## src/rtl/mb_seq_pkg.sv

```systemverilog
// Shared types for the iterative radix-4 Booth multiplier.
package mb_seq_pkg;

  typedef enum logic [1:0] {
    IDLE = 2'd0,
    RUN  = 2'd1,
    DONE = 2'd2
  } state_t;

  // One recoded Booth digit: magnitude selects (one/two) plus sign.
  typedef struct packed {
    logic neg;
    logic one;
    logic two;
  } digit_t;

  function automatic int mb_digits(input int w);
    return w / 2;
  endfunction

endpackage

```

## src/rtl/mb_digit_recoder.sv

```systemverilog
// Radix-4 Booth recoder: triplet {a[2i+1], a[2i], a[2i-1]} -> {neg, one, two}.
module mb_digit_recoder
  import mb_seq_pkg::*;
(
  input  logic [2:0] trip,
  output digit_t     dig
);

  always_comb begin
    dig.one = trip[1] ^ trip[0];
    dig.two = (trip == 3'b011) || (trip == 3'b100);
    // 111 is a zero digit, so it must not carry a sign.
    dig.neg = trip[2] & ~(trip[1] & trip[0]);
  end

endmodule

```

## src/rtl/mb_seq_multiplier.sv

```systemverilog
// Iterative radix-4 Modified Booth multiplier, one digit per clock.
// Define MB_SEQ_EARLY_EXIT_EN to finish as soon as the remaining multiplier digits are all zero.
module mb_seq_multiplier
  import mb_seq_pkg::*;
#(
  parameter int W = 8
) (
  input  logic           clk,
  input  logic           rst,
  input  logic           start,
  input  logic [W-1:0]   a,
  input  logic [W-1:0]   b,
  output logic           busy,
  output logic           done,
  output logic [2*W-1:0] product,
  output logic [1:0]     dbg_state
);

  localparam int D  = mb_digits(W);
  localparam int IW = (D > 1) ? $clog2(D) : 1;

  // Handshake: start is sampled only in IDLE; busy covers RUN and DONE;
  // done pulses for the single DONE cycle, when product becomes valid.
  state_t          state;
  logic [W-1:0]    a_q;
  logic [W-1:0]    b_q;
  logic [2*W-1:0]  acc;
  logic [IW-1:0]   idx;

  logic [W:0]      a_ext;
  logic [2:0]      trip;
  digit_t          dig;
  logic [W+1:0]    pp_mag;
  logic [W+1:0]    pp;
  logic [2*W-1:0]  pp_ext;
  logic [2*W-1:0]  acc_next;
  logic            last;
  logic            rest_zero;

  assign a_ext = {a_q, 1'b0};
  assign trip  = 3'(a_ext >> {idx, 1'b0});

  mb_digit_recoder u_rec (
    .trip (trip),
    .dig  (dig)
  );

  always_comb begin
    pp_mag = '0;
    if (dig.two)
      pp_mag = {b_q[W-1], b_q, 1'b0};
    else if (dig.one)
      pp_mag = {{2{b_q[W-1]}}, b_q};
    pp       = dig.neg ? (~pp_mag + 1'b1) : pp_mag;
    pp_ext   = {{(W-2){pp[W+1]}}, pp};
    acc_next = acc + (pp_ext << {idx, 1'b0});
    last     = (idx == IW'(D - 1));
  end

`ifdef MB_SEQ_EARLY_EXIT_EN
  logic [W-1:0] a_hi;
  // a[W-1:2i+1] all-equal means every remaining triplet is 000 or 111.
  always_comb begin
    a_hi      = $signed(a_q) >>> {idx, 1'b1};
    rest_zero = (a_hi == '0) || (a_hi == '1);
  end
`else
  assign rest_zero = 1'b0;
`endif

  always_ff @(posedge clk) begin
    if (rst) begin
      state   <= IDLE;
      idx     <= '0;
      acc     <= '0;
      product <= '0;
      busy    <= 1'b0;
      done    <= 1'b0;
    end else begin
      case (state)
        IDLE: begin
          if (start) begin
            a_q   <= a;
            b_q   <= b;
            acc   <= '0;
            idx   <= '0;
            busy  <= 1'b1;
            state <= RUN;
          end
        end
        RUN: begin
          if (last || rest_zero) begin
            product <= acc_next;
            done    <= 1'b1;
            state   <= DONE;
          end else begin
            acc <= acc_next;
            idx <= idx + 1'b1;
          end
        end
        DONE: begin
          done  <= 1'b0;
          busy  <= 1'b0;
          state <= IDLE;
        end
        default: begin
          done  <= 1'b0;
          busy  <= 1'b0;
          state <= IDLE;
        end
      endcase
    end
  end

  assign dbg_state = state;

endmodule
```

## config.mk

```make
export PLATFORM = sky130hd
export DESIGN_NAME = mb_seq_multiplier
export DESIGN_NICKNAME = d
export VERILOG_FILES = /design/src/rtl/mb_seq_pkg.sv /design/src/rtl/mb_digit_recoder.sv /design/src/rtl/mb_seq_multiplier.sv
export SDC_FILE = /design/constraint.sdc
export NUM_CORES = 1
export LEC_CHECK = 0
export CORE_UTILIZATION = 57
export CTS_CLUSTER_SIZE = 40
export DETAILED_ROUTE_END_ITERATION = 6
export PLACE_DENSITY = 0.8
export SKIP_CTS_REPAIR_TIMING = 1
export SLEW_MARGIN = 20
export SYNTH_ARGS = -nofsm -noshare
export SYNTH_HDL_FRONTEND = slang
export SYNTH_SLANG_ARGS = --single-unit
export TNS_END_PERCENT = 100
```

## constraint.sdc

```tcl
create_clock -name clk -period 6.4 [get_ports clk]
set_input_delay 1.28 -clock clk [delete_from_list [all_inputs] [get_ports clk]]
set_output_delay 1.28 -clock clk [all_outputs]
set_load 0.02 [all_outputs]
```

==> Implementation_results.wiki <==
{| class="wikitable"
! Metric !! Value
|-
| Final critical-path required period || 5.71 ns
|-
| First-pass iteration count of the detailed router || 5
|-
| Timing endpoint of the critical path || acc[13]
|-
| Top cells by area, synth || sky130_fd_sc_hd__dfxtp_1 21%, sky130_fd_sc_hd__edfxtp_1 13%, sky130_fd_sc_hd__ha_1 6.9%, sky130_fd_sc_hd__nand2_1 5.8%, sky130_fd_sc_hd__a21oi_1 3.6%
|-
| Clock net sink count || 54
|-
| Synth cell types || 62
|-
| Setup slack, reg-to-reg || 0.69 ns
|-
| Mean instance size in the synthesized netlist || 8.55 um2
|-
| Critical path depth in cells || 21
|-
| Max Buffers Root-to-Sink || 2
|-
| Max-slew violation count || 0
|-
| Top fanout value on the critical path || 37
|-
| Critical path buffers and inverters || 1
|-
| Relative slew slack || 0.376
|-
| Placeable core region || 0.00603 mm2
|-
| Total wirelength of the detailed-routed design || 9110 um
|-
| Worst min-delay path class || reg2reg
|-
| Gpl congestion || 0.967
|-
| Number of flip-flops and latches in the synthesized netlist || 54
|-
| Total DRC errors in the routed layout || 0
|-
| Slowest CP cell || sky130_fd_sc_hd__ha_1
|-
| Max-cap violations || 0
|-
| Number of placed I/O pins || 39
|-
| Register clock-pin slew on the reported worst setup and hold paths || 0.11 ns
|-
| Slowest stage delay, CP || 0.61 ns
|-
| Final-report hold violation count || 0
|-
| Setup repair after global routing missed its margin || no
|-
| Path depth of the worst reg2reg path || 21
|-
| Max Clk Rate || 175 MHz
|-
| Critical path's top delay family || compound AO/OA/AOI/OAI gates
|-
| Fraction of post-synthesis cell area in the top cell type by area || 0.210
|-
| Insertion delay to the later sink of the worst-skew pair || 0.33 ns
|-
| Warning count from the yosys run || 0
|-
| First element of the critical path || idx[0]
|-
| Total vias in the final route || 3358
|-
| Post-synthesis instance total || 424
|-
| Total global-route track usage || 0.292
|-
| Startpoint type of the worst setup path || flip-flop
|-
| Iteration-0 DRC Markers || 272
|-
| Power per cell area || 248 mW/mm2
|-
| Count of nets left with antenna violations after detail routing || 0
|-
| Worst Clk Skew || 0.0114 ns
|-
| TritonCTS buffer count || 5
|-
| Critical Path End Type || flip-flop
|-
| Initial antenna violation count || 0
|-
| Die boundary width || 81.7 um
|-
| Post-synth EDFFs || 16
|-
| Sequential element share of the synthesized area || 0.342
|-
| Diodes inserted || 0
|-
| Worst-case hold slack || 0.459 ns
|-
| Total grt overflow || 0
|-
| Global-route wire length before repair || 14900 um
|-
| Relative area change from synthesis to final layout || 14.7%
|-
| Die H || 81.7 um
|-
| TNS Setup || 0 ns
|-
| Crit path DAT || 5.94 ns
|-
| Run status || finished clean
|-
| Number of global-route vias before repair || 3074
|-
| Hold path depth || 2
|-
| Starting density of the core || 0.602
|-
| VDD IR-drop max || 161 uV
|-
| Total number of nets in the final design || 491
|-
| Wire length per cell after detailed routing || 17.3 um
|-
| Mapped cell area || 0.00362 mm2
|-
| Core Rows || 28
|-
| Most instantiated flip-flop cell in the synthesis netlist || sky130_fd_sc_hd__dfxtp_1
|-
| Detailed Place HPWL || 6740 um
|-
| TritonCTS clock tree || built
|-
| Largest net degree at the start of global routing || 38
|-
| # port buffers || 38
|-
| Endpoint of the lowest-slack register-to-register path || acc[13]
|-
| Syn Nets || 464
|-
| Share of final-layout standard cells stronger than drive strength 1 || 0.0686
|-
| Average via count per standard cell || 6.37
|-
| Required @ worst endpoint || 6.63 ns
|-
| Worst-Margin Slew || 0.933 ns
|-
| Critical path type || reg2reg
|-
| Synth async-reset ratio || 0
|-
| Startpoint of the lowest-slack register-to-register path || idx[0]
|-
| Total die area || 0.00668 mm2
|-
| Ratio of final minimum period to clock period || 0.892
|-
| Cell at the root of the clock tree || sky130_fd_sc_hd__clkbuf_8
|-
| Level count of the clock H-tree || 2
|-
| Total setup violations reported at the end of the flow || 0
|-
| Cell type with the largest total area after synthesis || sky130_fd_sc_hd__dfxtp_1
|-
| Critical Path, Cell by Cell || buf_4 -> nor2b_1 -> a22oi_1 -> ha_1 -> and2_1 -> mux2i_1 -> ha_1 -> nand3_1 -> mux2i_1 -> a221oi_1 -> a311oi_1 -> o41ai_1 -> mux2i_1 -> ha_1 -> a211o_1 -> or3_1 -> or3_1 -> a31oi_1 -> o211ai_1 -> xor2_1 -> a22o_1
|-
| Leakage power || 0.00164 uW
|}
-- sequential cells by signal, indices dropped and copies added (netlist names) --
name and flops:
a_q 8, acc 16, b_q 8, busy 1, dbg_state 2, done 1, idx 2, product 16
-- layout by cell type, fill, tap and decap left out, types with 9 or more instances in the layout --
master,count
sky130_fd_sc_hd__a21oi_1,26
sky130_fd_sc_hd__a22o_1,12
sky130_fd_sc_hd__clkdlybuf4s50_1,38
sky130_fd_sc_hd__dfxtp_1,38
sky130_fd_sc_hd__edfxtp_1,16
sky130_fd_sc_hd__ha_1,20
sky130_fd_sc_hd__inv_1,16
sky130_fd_sc_hd__mux2i_1,9
sky130_fd_sc_hd__nand2_1,56
sky130_fd_sc_hd__nand3_1,14
sky130_fd_sc_hd__nor2_1,28
sky130_fd_sc_hd__nor3_1,11
sky130_fd_sc_hd__o21ai_0,15
sky130_fd_sc_hd__or3_1,10
sky130_fd_sc_hd__xnor2_1,12
-- power by group --
group / internal [uW] / switching (uW) / leakage (uW)
Combinational: 180 / 248 / 0.00114
Clock: 81.8 / 128 / 0.0000510
Sequential: 374 / 18.3 / 0.000456
-- routing by layer --
layer	track usage	wire, um	vias to the layer above
met5	0	0	-
met4	0.0895	185	0
met3	0.0467	574	18
met2	0.482	4370	113
met1	0.391	3980	1610
li1	-	-	1617
-- final cells by class --
cell class                 instances  area (um2)
clock buffer                       5        68.8
clock inverter                     3        26.3
fill                             518        1870
inverter                          16        60.1
multi-input combinational        330        2240
sequential                        54        1240
tap                               75        93.8
timing repair buffer              44         425
-- worst min path at each step --
stage                           start     endpoint  slack, ns
after global placement    product[10]  product[10]       0.44
after floorplan                acc[7]       acc[7]       0.43
after global routing       product[8]   product[8]       0.48
after detailed placement   product[8]   product[8]       0.45
after CTS                 product[11]  product[11]       0.46
final                     product[10]  product[10]       0.46
-- synthesized netlist by cell type, drive strengths merged, types with 2 or more instances --
cell,count
nand2,56
dfxtp,38
nor2,29
a21oi,27
o21ai,22
ha,20
clkbuf,19
edfxtp,16
inv,16
nand3,14
a22o,12
xnor2,12
nor3,11
or3,10
mux2i,9
and2,8
a211oi,7
a31oi,7
mux2,7
nor2b,6
a21o,5
buf,5
o21a,5
o22ai,5
xor2,5
mux4,4
o31ai,4
a211o,3
and3,3
nand2b,3
nand4,3
or2,3
a22oi,2
a311o,2
a32o,2
nor4,2
o41ai,2
-- logic make-up after synthesis --
| logic type | count (synthesis) | share of synthesized area |
|---|---|---|
| flops | 54 | 0.342 |
| compound gates | 117 | 0.218 |
| xor+xnor | 18 | 0.0473 |
| simple gates | 154 | 0.203 |
| buf+inv | 40 | 0.0418 |
| fa+ha+maj | 21 | 0.0746 |
| mux | 20 | 0.0735 |
-- metrics by stage --
stage	area (um2)	std cells	setup slack (ns)	total power, uW	util
2_1_floorplan	3620	424	0.771	714	-
3_3_place_gp	4060	519	1.16	800	0.674
3_5_place_dp	4060	519	0.827	816	0.674
4_1_cts	4150	527	0.729	1030	0.689
5_1_grt	4160	527	0.218	1090	0.690
6_report	4160	527	0.691	1030	0.690
-- tightest hold or removal path, stage by stage (launching register included) --
cell	delay (ns)
sky130_fd_sc_hd__dfxtp_1	0.33
sky130_fd_sc_hd__nand2_1	0.05
sky130_fd_sc_hd__a21oi_1	0.05
(Power assumes the default switching activity.)
==> RTL change 1, RTL diff (same flow settings) <==
The option `MB_SEQ_EARLY_EXIT_EN` is turned on by a define.
--- a/src/rtl/mb_seq_multiplier.sv
+++ b/src/rtl/mb_seq_multiplier.sv
@@ -1,4 +1,6 @@
 // Iterative radix-4 Modified Booth multiplier, one digit per clock.
 // Define MB_SEQ_EARLY_EXIT_EN to finish as soon as the remaining multiplier digits are all zero.
+`define MB_SEQ_EARLY_EXIT_EN
+
 module mb_seq_multiplier
   import mb_seq_pkg::*;
Check against the original RTL: not equivalent (a bounded check fails within 4 cycles, from zero or initial values and one cycle with rst high).
==> RTL change 1 against the unedited design <==
  * Design area grew 3.3%
  * Critical path depth shrank 1
  * Combinational power shrank 21%
  * Synthesized area grew 3.2%
  * Critical endpoint is now product[14]
  * Total power shrank 6.4%
  * Critical path type unchanged
  * Core utilization shrank 1.4 points
  * Cell count grew 5.3%
  * Wire length grew 7.3%
  * Count of clock-buffer cells in the layout is the same
  * Worst setup slack lost 0.15 ns
  * Sequential cell count is the same
==> RTL change 1: results (changes against the unedited design) <==
finish:
  drive_gt1_share_pct: 6.28  # was 6.86%
  nFillCells: 560  # was 518
  bufAreaShareNonClock_pct: 10.4  # was 10.2%
  nNonClkInverters: 21  # was 16
  final_nets: 517  # was 491
  num-nonclk-buffers: 47  # was 44
  multi_input_cells: 348  # was 330
  multi_input_area_mm2: 0.00232  # was 0.00224 mm2
  clkCellAreaFrac_pct: 2.62  # was 2.29%
grt:
  grt_pass1_vias: 3351  # was 3074
  grt_max_degree: 27  # was 38
  grt_pass1_wl_um: 16200  # was 14900 um
  track_usage_pct: 28.8  # was 29.2%
drt:
  wl_per_cell_um: 17.6  # was 17.3 um
  drt_iter0_markers: 206  # was 272
hold_path:
  worstHoldEndpoint: "product[6]"  # was product[10]
  hold_start: "product[6]"  # was product[10]
yosys:
  yosys.area_share.adder_pct: 7.23  # was 7.46%
  synth_area_leaders: "dfxtp_1 20%, edfxtp_1 13%, ha_1 6.7%, nand2_1 4.9%, a21oi_1 4.6%"  # was dfxtp_1 21%, edfxtp_1 13%, ha_1 6.9%, nand2_1 5.8%, a21oi_1 3.6%
  synth_mux_area_share_pct: 6.29  # was 7.35%
  synth_common_cells: "49 x nand2_1, 38 x dfxtp_1, 34 x a21oi_1, 31 x nor2_1, 26 x o21ai_0"  # was 56 x nand2_1, 38 x dfxtp_1, 29 x nor2_1, 26 x a21oi_1, 20 x ha_1
  synth_xor_area_share_pct: 2.81  # was 4.73%
  synth_compound_area_share_pct: 25.2  # was 21.8%
  syn_nets: 490  # was 464
  synth_cell_types: 64  # was 62
  avgSynthCellArea_um2: 8.31  # was 8.55 um2
  ys_seq_area_share_pct: 33.2  # was 34.2%
run_status:
  status: "finished, final reports clean"  # unchanged
worst_setup_path:
  r2r_slack_ns: 0.54  # was 0.69 ns
  cp_max_fo: 16  # was 37
  start_kind: "flop"  # unchanged
  startpoint: "idx[1]"  # was idx[0]
  crit_arrival_ns: 6.07  # was 5.94 ns
  reg2reg_to: "product[14]"  # was acc[13]
place:
  gpl.final_weighted_congestion: 0.930  # was 0.967
  hpwl_um: 7430  # was 6740 um
  placed_area_mm2: 0.00418  # was 0.00406 mm2
cts:
  clk_pin_slew_ns: 0.10
sta:
  holdWs_ns: 0.465  # was 0.459 ns
  max_slew_margin_pct: 27.4  # was 37.6%
power:
  p_leak_uw: 0.00166  # was 0.00164 uW
RTL change 1: cell types whose count changed in the layout (fill, tap and decap cells not counted), moves of 5 or more:
| cell | change |
|---|---|
| a22o_1 | -5 |
| xnor2_1 | -6 |
| inv_1 | +5 |
| nand3_1 | +8 |
| a21oi_1 | +8 |
| nand2_1 | -7 |
| nand2b_1 | +9 |
| a211oi_1 | +6 |
| o21ai_0 | +10 |
| o21ai_1 | -5 |
RTL change 1: through the flow:
step	std cells	setup WS (ns)	util, %
finish	555	0.538	67.6
detailed placement	547	0.646	65.9
global route	555	0.0766	67.6
floorplan	450	1.02	-
CTS	555	0.608	67.6
global placement	547	0.762	65.9
RTL change 1: worst max-delay path, stage by stage (launching register included):
cell and delay (ns):
dfxtp_1 0.73, mux2_2 0.46, a22oi_1 0.25, inv_1 0.07, ha_1 0.23, mux2i_4 0.36, and3_1 0.26, inv_1 0.07
ha_1 0.29, a2111oi_0 0.44, o31a_1 0.20, a211oi_1 0.07, a22oi_1 0.20, o221ai_1 0.16, ha_1 0.37, a21oi_1 0.20
a21boi_0 0.16, or4_1 0.44, o21ai_0 0.36, nand2_1 0.09, o311ai_0 0.34
RTL change 1: report_power, final:
group          switching (uW)  total (uW)  internal (uW)
combinational             204         339            136
clock                     118         236            117
sequential               18.6         389            370
RTL change 1: cells by family (layout without fill, tap and decap cells):
kind of cell             after synthesis  after routing
AO/OA/AOI/OAI                        139            139
adder cells (fa/ha/maj)               21             21
buffers and inverters                 48             76
AND/OR/NAND/NOR                      157            157
multiplexers                          19             19
XOR/XNOR                              12             12
flip-flops                            54             54
RTL change 1: layer usage:
metal | global-route usage [%] | wire length [um]
met5 | 0 | 0
met1 | 38.6 | 4540
met2 | 47.3 | 4540
met4 | 10.2 | 244
met3 | 4.37 | 451
==> RTL change 2, RTL diff (same flow settings) <==
Made on the original files. Add an input register stage for `start` and `b`; this delays them by one clock. The other inputs are not delayed to match.
--- a/src/rtl/mb_seq_multiplier.sv
+++ b/src/rtl/mb_seq_multiplier.sv
@@ -19,4 +19,12 @@
   localparam int D  = mb_digits(W);
   localparam int IW = (D > 1) ? $clog2(D) : 1;
+
+  logic start_q;
+  logic [W-1:0] b_r;
+
+  always_ff @(posedge clk) begin
+    start_q <= start;
+    b_r     <= b;
+  end
 
   // Handshake: start is sampled only in IDLE; busy covers RUN and DONE;
@@ -80,7 +88,7 @@
       case (state)
         IDLE: begin
-          if (start) begin
+          if (start_q) begin
             a_q   <= a;
-            b_q   <= b;
+            b_q   <= b_r;
             acc   <= '0;
             idx   <= '0;
Behaviour: not the same (Yosys sat finds a counterexample within 4 cycles, from zero or initial values and one cycle with rst high).
==> RTL change 2 against the unedited design <==
  * Non-clock buffer count decreased by 4
  * Wire length decreased by 19%
  * First-iteration DRC count fell by 13%
  * Worst setup slack gained 0.084 ns
  * Design area down 1.1%
  * Sequential share of layout area grew 4.7 points
  * Combinational power is 5.1% lower
  * Sequential cell count grew 9
  * Synthesized area down 2.7%
  * Count of clock-buffer cells in the layout up 6
  * Total power increased by 14%
  * Maximum frequency up 1.5%
  * Critical path depth up 3
==> RTL change 2: results (changes against the unedited design) <==
place:
  hpwl_um: 5380  # was 6740 um
  gpl.final_weighted_congestion: 0.887  # was 0.967
  placed_area_mm2: 0.00393  # was 0.00406 mm2
grt:
  track_usage_pct: 25.3  # was 29.2%
  grt_max_degree: 28  # was 38
  grt_pass1_wl_um: 12400  # was 14900 um
  grt_pass1_vias: 2658  # was 3074
yosys:
  synth_area_leaders: "dfxtp_1 27%, edfxtp_1 14%, ha_1 7.1%, a21oi_1 5.1%, nand2_1 4.6%"  # was dfxtp_1 21%, edfxtp_1 13%, ha_1 6.9%, nand2_1 5.8%, a21oi_1 3.6%
  synth_cell_types: 57  # was 62
  syn_nets: 424  # was 464
  synth_common_cells: "47 x dfxtp_1, 43 x nand2_1, 36 x a21oi_1, 33 x nor2_1, 20 x ha_1"  # was 56 x nand2_1, 38 x dfxtp_1, 29 x nor2_1, 26 x a21oi_1, 20 x ha_1
  synth_mux_area_share_pct: 6.00  # was 7.35%
  synth_xor_area_share_pct: 4.61  # was 4.73%
  synth_compound_area_share_pct: 20.9  # was 21.8%
  synthDominantCellAreaShare_pct: 26.7  # was 21.0%
  yosys.area_share.adder_pct: 7.66  # was 7.46%
  ys_seq_area_share_pct: 40.3  # was 34.2%
power:
  p_leak_uw: 0.00161  # was 0.00164 uW
  p_int_uw: 761  # was 635 uW
  power_density_mw_per_mm2: 286  # was 248 mW/mm2
  peakVddDrop_v: 0.000182  # was 0.000161 V
worst_setup_path:
  cp_max_fo: 15  # was 37
  crit_family: "compound AO/OA/AOI/OAI gates"  # unchanged
  cp_slowest_cell: "dfxtp_1"  # was ha_1
  start_kind: "flop"  # unchanged
  max_stage_delay_ns: 0.65  # was 0.61 ns
  crit_arrival_ns: 5.88  # was 5.94 ns
cts:
  cts_buffers: 9  # was 5
  htreeDepth: 3  # was 2
  clock_latency_ns: 0.35  # was 0.33 ns
  clk_pin_slew_ns: 0.07  # was 0.11 ns
finish:
  drive_gt1_share_pct: 8.08  # was 6.86%
  num_antenna_cells: 0  # unchanged
  final_nets: 456  # was 491
  nFillCells: 477  # was 518
sta:
  max_slew_margin_pct: 34.5  # was 37.6%
  finClkSkew_ns: 0.0122  # was 0.0114 ns
hold_path:
  hold_start: "b_r[1]"  # was product[10]
run_status:
  status: "finished, final reports clean"  # unchanged
drt:
  wl_um: 7410  # was 9110 um
  drt-pass1-iter-count: 4  # was 5
  post_drt_via_cell_ratio: 5.86  # was 6.37
  drt_iter0_markers: 236  # was 272
-- RTL change 2: cell count changes after synthesis, moves of 4 or more --
| cell | delta |
|---|---|
| nand2_1 | -13 |
| a22oi_1 | +4 |
| nand3_1 | -7 |
| or3_1 | -8 |
| o21ai_1 | -6 |
| nor2_1 | +4 |
| a21oi_1 | +10 |
| dfxtp_1 | +9 |
| o31ai_1 | -4 |
-- RTL change 2: worst paths after layout --
kind	cells past startpoint	slack [ns]	endpoint
max	24	0.78	product[15]
min	0	0.41	b_q[1]
max reg2reg	24	0.78	product[15]
min reg2reg	0	0.41	b_q[1]
-- RTL change 2: routing by layer --
| metal | vias up | wire length (um) | part of all wire [%] | track usage (%) |
|---|---|---|---|---|
| met5 | - | 0 | 0 | 0 |
| met4 | 0 | 112 | 1.5 | 10.2 |
| met3 | 11 | 396 | 5.3 | 6.02 |
| met2 | 81 | 3440 | 47 | 39.2 |
| met1 | 1354 | 3450 | 47 | 33.8 |
| li1 | 1461 | - | - | - |
-- RTL change 2: per-stage QoR --
step / worst slack (ns) / cells
floorplan: 1.55 / 384
global placement: 1.00 / 480
detailed placement: 0.724 / 480
CTS: 0.675 / 496
global route: 0.102 / 496
finish: 0.776 / 496
-- RTL change 2: layout make-up --
class                   count  area share, %
well taps                  75           2.28
inverters                  13           1.19
clock inverters             5          0.791
multi-input cells         289           48.1
clock buffers              11           3.44
repair buffers             40           9.62
flip-flops and latches     63           34.6
-- RTL change 2: power by group through the flow --
stage          sequential [uW]  clock (uW)  combinational, uW
2_1_floorplan              455           0                323
3_3_place_gp               463           0                394
3_5_place_dp               463           0                400
4_1_cts                    455         320                403
5_1_grt                    458         336                454
6_report                   455         312                406
